<file path="src/rtl/enc_pkg.sv">
// Shared fixed-point definitions for the encoder layers: defaults, FSM state
// encoding and saturating add/multiply helpers evaluated on a 64-bit carrier.
package enc_pkg;

    localparam int ENC_BITSIZE = 20;
    localparam int ENC_FRAC    = 10;
    localparam int EXT_W       = 64;

    localparam logic signed [ENC_BITSIZE-1:0] SAT_MAX = {1'b0, {(ENC_BITSIZE-1){1'b1}}};
    localparam logic signed [ENC_BITSIZE-1:0] SAT_MIN = {1'b1, {(ENC_BITSIZE-1){1'b0}}};

    typedef enum logic [1:0] {
        ST_IDLE  = 2'd0,
        ST_MAC   = 2'd1,
        ST_WRITE = 2'd2,
        ST_DONE  = 2'd3
    } enc_state_t;

    // Clamp a wide value into the signed range of a bits-wide word.
    function automatic logic signed [EXT_W-1:0] sat_clip(input logic signed [EXT_W-1:0] v,
                                                         input int bits);
        logic signed [EXT_W-1:0] hi_s;
        logic signed [EXT_W-1:0] lo_s;
        hi_s = (64'sd1 <<< (bits - 1)) - 64'sd1;
        lo_s = -(64'sd1 <<< (bits - 1));
        if (v > hi_s) begin
            return hi_s;
        end else if (v < lo_s) begin
            return lo_s;
        end else begin
            return v;
        end
    endfunction

    function automatic logic signed [EXT_W-1:0] sat_add(input logic signed [EXT_W-1:0] a,
                                                        input logic signed [EXT_W-1:0] b,
                                                        input int bits);
        return sat_clip(a + b, bits);
    endfunction

    // Operands are sign-extended words of at most 32 bits, so the product is exact.
    function automatic logic signed [EXT_W-1:0] sat_mul(input logic signed [EXT_W-1:0] a,
                                                        input logic signed [EXT_W-1:0] b,
                                                        input int bits,
                                                        input int frac);
        logic signed [EXT_W-1:0] p_s;
        p_s = a * b;
        return sat_clip(p_s >>> frac, bits);
    endfunction

endpackage

</file>
<file path="src/rtl/fixed_point_mac_sat.sv">
// Combinational saturating multiply-accumulate: sum = sat(acc + sat((a*b) >>> FRAC)).
module fixed_point_mac_sat
    import enc_pkg::*;
#(
    parameter int BITSIZE = ENC_BITSIZE,
    parameter int FRAC    = ENC_FRAC
) (
    input  logic signed [BITSIZE-1:0] acc,
    input  logic signed [BITSIZE-1:0] a,
    input  logic signed [BITSIZE-1:0] b,
    output logic signed [BITSIZE-1:0] sum
);

    logic signed [EXT_W-1:0] acc_ext_s;
    logic signed [EXT_W-1:0] a_ext_s;
    logic signed [EXT_W-1:0] b_ext_s;
    logic signed [EXT_W-1:0] prod_s;
    logic signed [EXT_W-1:0] sum_ext_s;

    assign acc_ext_s = {{(EXT_W-BITSIZE){acc[BITSIZE-1]}}, acc};
    assign a_ext_s   = {{(EXT_W-BITSIZE){a[BITSIZE-1]}}, a};
    assign b_ext_s   = {{(EXT_W-BITSIZE){b[BITSIZE-1]}}, b};
    assign prod_s    = sat_mul(a_ext_s, b_ext_s, BITSIZE, FRAC);
    assign sum_ext_s = sat_add(acc_ext_s, prod_s, BITSIZE);
    assign sum       = sum_ext_s[BITSIZE-1:0];

endmodule

</file>
<file path="src/rtl/enc_1_layer.sv">
// First encoder layer: six neurons sharing one saturating MAC under an FSM.
// Define ENC1_LEAKY_RELU_EN to replace ReLU with a 1/8-slope leaky ReLU.
module enc_1_layer
    import enc_pkg::*;
#(
    parameter int BITSIZE = ENC_BITSIZE,
    parameter int FRAC    = ENC_FRAC,
    parameter int IN_DIM  = 4
) (
    input  logic                          clk,
    input  logic                          reset,
    input  logic                          start,
    input  logic [BITSIZE*IN_DIM-1:0]     x,
    input  logic [BITSIZE*6*IN_DIM-1:0]   w,
    input  logic [BITSIZE*6-1:0]          b,
    output logic [BITSIZE*6-1:0]          y,
    output logic                          busy,
    output logic                          done,
    output logic                          valid
);

    localparam int KW = (IN_DIM > 1) ? $clog2(IN_DIM) : 1;

    enc_state_t                  state_r;
    logic [2:0]                  n_r;
    logic [KW-1:0]               k_r;
    logic signed [BITSIZE-1:0]   acc_r;
    logic [BITSIZE*IN_DIM-1:0]   x_reg_r;
    logic [BITSIZE*6-1:0]        y_r;
    logic                        busy_r;
    logic                        done_r;
    logic                        valid_r;

    logic signed [BITSIZE-1:0]   x_k_s;
    logic signed [BITSIZE-1:0]   w_nk_s;
    logic signed [BITSIZE-1:0]   b_next_s;
    logic signed [BITSIZE-1:0]   mac_sum_s;
    logic signed [BITSIZE-1:0]   act_s;

    // Select the current MAC operands and the bias that seeds the next neuron.
    always_comb begin
        x_k_s  = x_reg_r[BITSIZE*int'(k_r) +: BITSIZE];
        w_nk_s = w[BITSIZE*(int'(n_r)*IN_DIM + int'(k_r)) +: BITSIZE];
        if (n_r < 3'd5) begin
            b_next_s = b[BITSIZE*(int'(n_r) + 1) +: BITSIZE];
        end else begin
            b_next_s = b[BITSIZE-1:0];
        end
    end

    fixed_point_mac_sat #(
        .BITSIZE (BITSIZE),
        .FRAC    (FRAC)
    ) u_mac (
        .acc (acc_r),
        .a   (x_k_s),
        .b   (w_nk_s),
        .sum (mac_sum_s)
    );

    // Activation applied to the finished accumulator of the current neuron.
    always_comb begin
        act_s = acc_r;
`ifdef ENC1_LEAKY_RELU_EN
        if (acc_r[BITSIZE-1]) begin
            act_s = acc_r >>> 3;
        end else begin
            act_s = acc_r;
        end
`else
        if (acc_r[BITSIZE-1]) begin
            act_s = {BITSIZE{1'b0}};
        end else begin
            act_s = acc_r;
        end
`endif
    end

    // Sequencer: one MAC step per cycle, one write per neuron, then a done cycle.
    always_ff @(posedge clk) begin
        if (reset) begin
            state_r <= ST_IDLE;
            n_r     <= 3'd0;
            k_r     <= {KW{1'b0}};
            acc_r   <= {BITSIZE{1'b0}};
            x_reg_r <= {(BITSIZE*IN_DIM){1'b0}};
            y_r     <= {(BITSIZE*6){1'b0}};
            busy_r  <= 1'b0;
            done_r  <= 1'b0;
            valid_r <= 1'b0;
        end else begin
            case (state_r)
                ST_IDLE: begin
                    done_r <= 1'b0;
                    if (start) begin
                        x_reg_r <= x;
                        n_r     <= 3'd0;
                        k_r     <= {KW{1'b0}};
                        acc_r   <= b[BITSIZE-1:0];
                        busy_r  <= 1'b1;
                        valid_r <= 1'b0;
                        state_r <= ST_MAC;
                    end else begin
                        state_r <= ST_IDLE;
                    end
                end
                ST_MAC: begin
                    acc_r <= mac_sum_s;
                    if (k_r == KW'(IN_DIM - 1)) begin
                        state_r <= ST_WRITE;
                    end else begin
                        k_r <= k_r + KW'(1);
                    end
                end
                ST_WRITE: begin
                    y_r[BITSIZE*int'(n_r) +: BITSIZE] <= act_s;
                    if (n_r == 3'd5) begin
                        done_r  <= 1'b1;
                        valid_r <= 1'b1;
                        busy_r  <= 1'b0;
                        state_r <= ST_DONE;
                    end else begin
                        n_r     <= n_r + 3'd1;
                        k_r     <= {KW{1'b0}};
                        acc_r   <= b_next_s;
                        state_r <= ST_MAC;
                    end
                end
                ST_DONE: begin
                    done_r  <= 1'b0;
                    state_r <= ST_IDLE;
                end
                default: begin
                    state_r <= ST_IDLE;
                end
            endcase
        end
    end

    assign y     = y_r;
    assign busy  = busy_r;
    assign done  = done_r;
    assign valid = valid_r;

endmodule

</file>
<file path="config.mk">
export PLATFORM = sky130hd
export DESIGN_NAME = enc_1_layer
export DESIGN_NICKNAME = d
export VERILOG_FILES = /design/src/rtl/enc_pkg.sv /design/src/rtl/fixed_point_mac_sat.sv /design/src/rtl/enc_1_layer.sv
export SDC_FILE = /design/constraint.sdc
export NUM_CORES = 2
export LEC_CHECK = 0
export ABC_AREA = 0
export CAP_MARGIN = 20
export CORE_AREA = 5 5 307 309
export CTS_BUF_LIST = sky130_fd_sc_hd__clkbuf_2 sky130_fd_sc_hd__clkbuf_4 sky130_fd_sc_hd__clkbuf_8
export CTS_CLUSTER_SIZE = 10
export DETAILED_ROUTE_END_ITERATION = 10
export DIE_AREA = 0 0 312 314
export PLACE_DENSITY = 0.66
export SLEW_MARGIN = 20
export SYNTH_ARGS = -nofsm -noshare
export SYNTH_HDL_FRONTEND = slang
export SYNTH_SLANG_ARGS = --single-unit
</file>
<file path="constraint.sdc">
create_clock -name clk -period 24.2 [get_ports clk]
set_input_delay 7.26 -clock clk [delete_from_list [all_inputs] [get_ports clk]]
set_output_delay 7.26 -clock clk [all_outputs]
set_load 0.005 [all_outputs]
</file>
==> results.sh <==
export IMPL_dieHeight_um=314
export IMPL_grt_use_total_pct=31.7
export IMPL_cts_buffers=37
export IMPL_area_growth_pct=29.9
export IMPL_cts_tree="built"
export IMPL_slew_viol_final=0
export IMPL_crit_top_cell="fa_1"
export IMPL_worst_r2r_path_depth=52
export IMPL_fill_cells=8799
export IMPL_synth_edf_count=0
export IMPL_gp_congestion=1.00
export IMPL_fin_tns_setup_ps=0
export IMPL_holdBufCountCts=0
export IMPL_cp_required_ps=24610
export IMPL_slowest_delay_ps=700
export IMPL_die_area_um2=98000
export IMPL_grt_max_degree=91
export IMPL_worstSetupPathType="in -> reg"
export IMPL_port_buffers=805
export IMPL_dr_pass1_iters=8
export IMPL_synth_fa_ha_area_share_pct=30.8
export IMPL_syn_avg_cell_area_um2=8.54
export IMPL_syn_inst=3926
export IMPL_die_w_um=312
export IMPL_rr_endpoint="acc_r[3]"
export IMPL_ff_latch_area_um2=4620
export IMPL_arrival_ps=22890
export IMPL_hold_viol=0
export IMPL_yosys_warnings=0
export IMPL_grt_pass1_wl_mm=230
export IMPL_rr_startpoint="k_r[1]"
export IMPL_dr_total_vias=32500
export IMPL_fmax_mhz=44.5
export IMPL_synth_xor_area_share_pct=1.83
export IMPL_cts_sinks=230
export IMPL_skew_ps=34.8
export IMPL_dpl_cell_area_um2=42700
export IMPL_ys_flop_type="dfxtp_1"
export IMPL_final_cell_mix="804 x clkdlybuf4s50_1, 548 x inv_1, 528 x nand2_1, 423 x fa_1, 388 x nor2_1"
export IMPL_design_area_um2=43600
export IMPL_synthSimpleGateAreaFrac_pct=16.7
export IMPL_antenna_found_initial=21
export IMPL_seq_area_frac_synth_pct=13.7
export IMPL_viasPerCell=5.58
export IMPL_drive_above_1_share_pct=7.95
export IMPL_reg2reg_slack_ps=7090
export IMPL_route_antenna_remaining_nets=0
export IMPL_routed_wl_mm=160
export IMPL_holdPathEnd="x_reg_r[30]"
export IMPL_synth_cell_types=84
export IMPL_nets=5853
export IMPL_avgRoutedWirePerCell_um=27.5
export IMPL_htreeDepth=2
export IMPL_drt_iter0_drc=3077
export IMPL_cp_end_kind="flop"
export IMPL_grt_overflow=0
export IMPL_fin_crit_ps=22480
export IMPL_cts_clk_slew_worst_paths_ps=60
export IMPL_outcome="complete, no violations"
export IMPL_ys_ff_latch=230
export IMPL_worstPathMaxFanout=20
export IMPL_fin_crit_sh_pct=92.9
export IMPL_core_um2=91100
export IMPL_post_cts_buffers=0
export IMPL_syn_area_um2=33500
export IMPL_slew_headroom_pct=15.9
export IMPL_final_common_cell="clkdlybuf4s50_1"
export IMPL_grt_pass1_vias=33000
export IMPL_finalSetupViolCount=0
export IMPL_synth_compound_area_share_pct=12.5
export IMPL_worstSetupStartpointType="primary input"
export IMPL_initial_core_util_pct=36.8
export IMPL_async_flop_share_pct=0
export IMPL_rsz0062_at_grt="false"
export IMPL_ios=806
export IMPL_cts_resized=0
export IMPL_hpwl_mm=136
export IMPL_clock_path_buffers=3
export IMPL_num_rows=111
export IMPL_muxShareOfSynthArea_pct=15.4
export IMPL_synth_top_family_by_area="adder cells"
export IMPL_multi_input_area_um2=25900
export IMPL_clockRootBuffer="clkbuf_8"
export IMPL_hold_depth=2
export IMPL_critical_path_slowest_cell="fa_1"
export IMPL_clk_latency_ps=590
export IMPL_synth_fp_nets=5180
export IMPL_holdCritPathClass="reg -> reg"
export IMPL_drv_cap=0
export IMPL_hp_start="x_reg_r[30]"
export IMPL_worst_pin_slew_ps=1250
export IMPL_drc=0
metal layers:
layer | vias up | GRT usage (%) | part of all wire [%] | wire length (µm)
li1 | 14400 | - | - | -
met1 | 16100 | 38.4 | 38 | 60200
met2 | 1649 | 53.9 | 48 | 76300
met3 | 286 | 4.94 | 7.5 | 12100
met4 | 10 | 18.0 | 7.0 | 11300
met5 | - | 0 | 0.044 | 71
area by class of cell:
type                            instances  share of cell area, %
Multi-Input combinational cell       2906                   59.6
Timing Repair Buffer                  874                   19.7
Sequential cell                       230                   10.6
Inverter                              550                   4.74
Tap cell                             1186                   3.41
Clock buffer                           58                   1.66
Clock inverter                          9                  0.247
Antenna cell                           12                 0.0689
worst max path at each step:
stage               startpoint        end  slack (ps)  cells past startpoint
finish                   w[62]   acc_r[3]        1720                     51
global route             w[62]  acc_r[17]         780                     51
CTS                      w[62]   acc_r[3]        1790                     51
detailed placement       w[62]   acc_r[3]        1190                     51
global placement         w[62]   acc_r[9]        1420                     51
floorplan               w[144]  acc_r[10]        3500                     50
metrics by stage:
stage	hold WS, ps	utilization (%)	instances	worst slack, ps
floorplan	433	-	3926	3500
global placement	438	46.9	5745	1420
detailed placement	444	46.9	5745	1190
CTS	453	47.8	5812	1790
global route	472	47.8	5823	779
finish	453	47.8	5825	1720
critical path: cells and delay by family:
family	cells	cell delay (ps)
adders and majority gates	11	5470
muxes	2	1040
AOI/OAI and AO/OA	18	4690
and+or+nand+nor	10	2630
buffers and inverters	10	1770
registers in the layout, summed over array words and instances (netlist names):
signal and flops:
x_reg_r 80, k_r 2, y 120, state_r 2
acc_r 20, busy 1, valid 1, done 1
n_r 3
cell usage after synthesis, drive strengths merged, types with 11 or more instances:
cell | count | area, µm²
a22o | 11 | 96.3
nor2 | 389 | 1460
o211ai | 35 | 263
xor2 | 28 | 245
mux4 | 158 | 3570
and3 | 16 | 100
o31ai | 24 | 180
nand2 | 529 | 1990
o21ai | 146 | 731
nand3 | 93 | 465
o21a | 33 | 248
a211oi | 16 | 120
nor4 | 11 | 68.8
fa | 423 | 8470
ha | 148 | 1850
inv | 549 | 2060
buf | 48 | 246
dfxtp | 230 | 4600
mux2i | 127 | 1270
a21oi | 228 | 1150
clkbuf | 192 | 722
nand4 | 28 | 175
o22ai | 45 | 282
nand2b | 66 | 413
nor3 | 52 | 260
and2 | 34 | 215
a21o | 18 | 135
o22a | 17 | 149
mux2 | 28 | 315
nor2b | 33 | 206
xnor2 | 42 | 368
cells by family (layout without fill, tap and decap cells):
group           Yosys count  after routing
simple gates           1285           1285
buf+inv                 790           1491
compound gates          667            667
fa+ha+maj               571            571
mux                     313            313
flops                   230            230
xor+xnor                 70             70
other cells               0             12
Power is not shown: default switching activity piles up to over one toggle a cycle in this logic, so the estimate is an artifact.
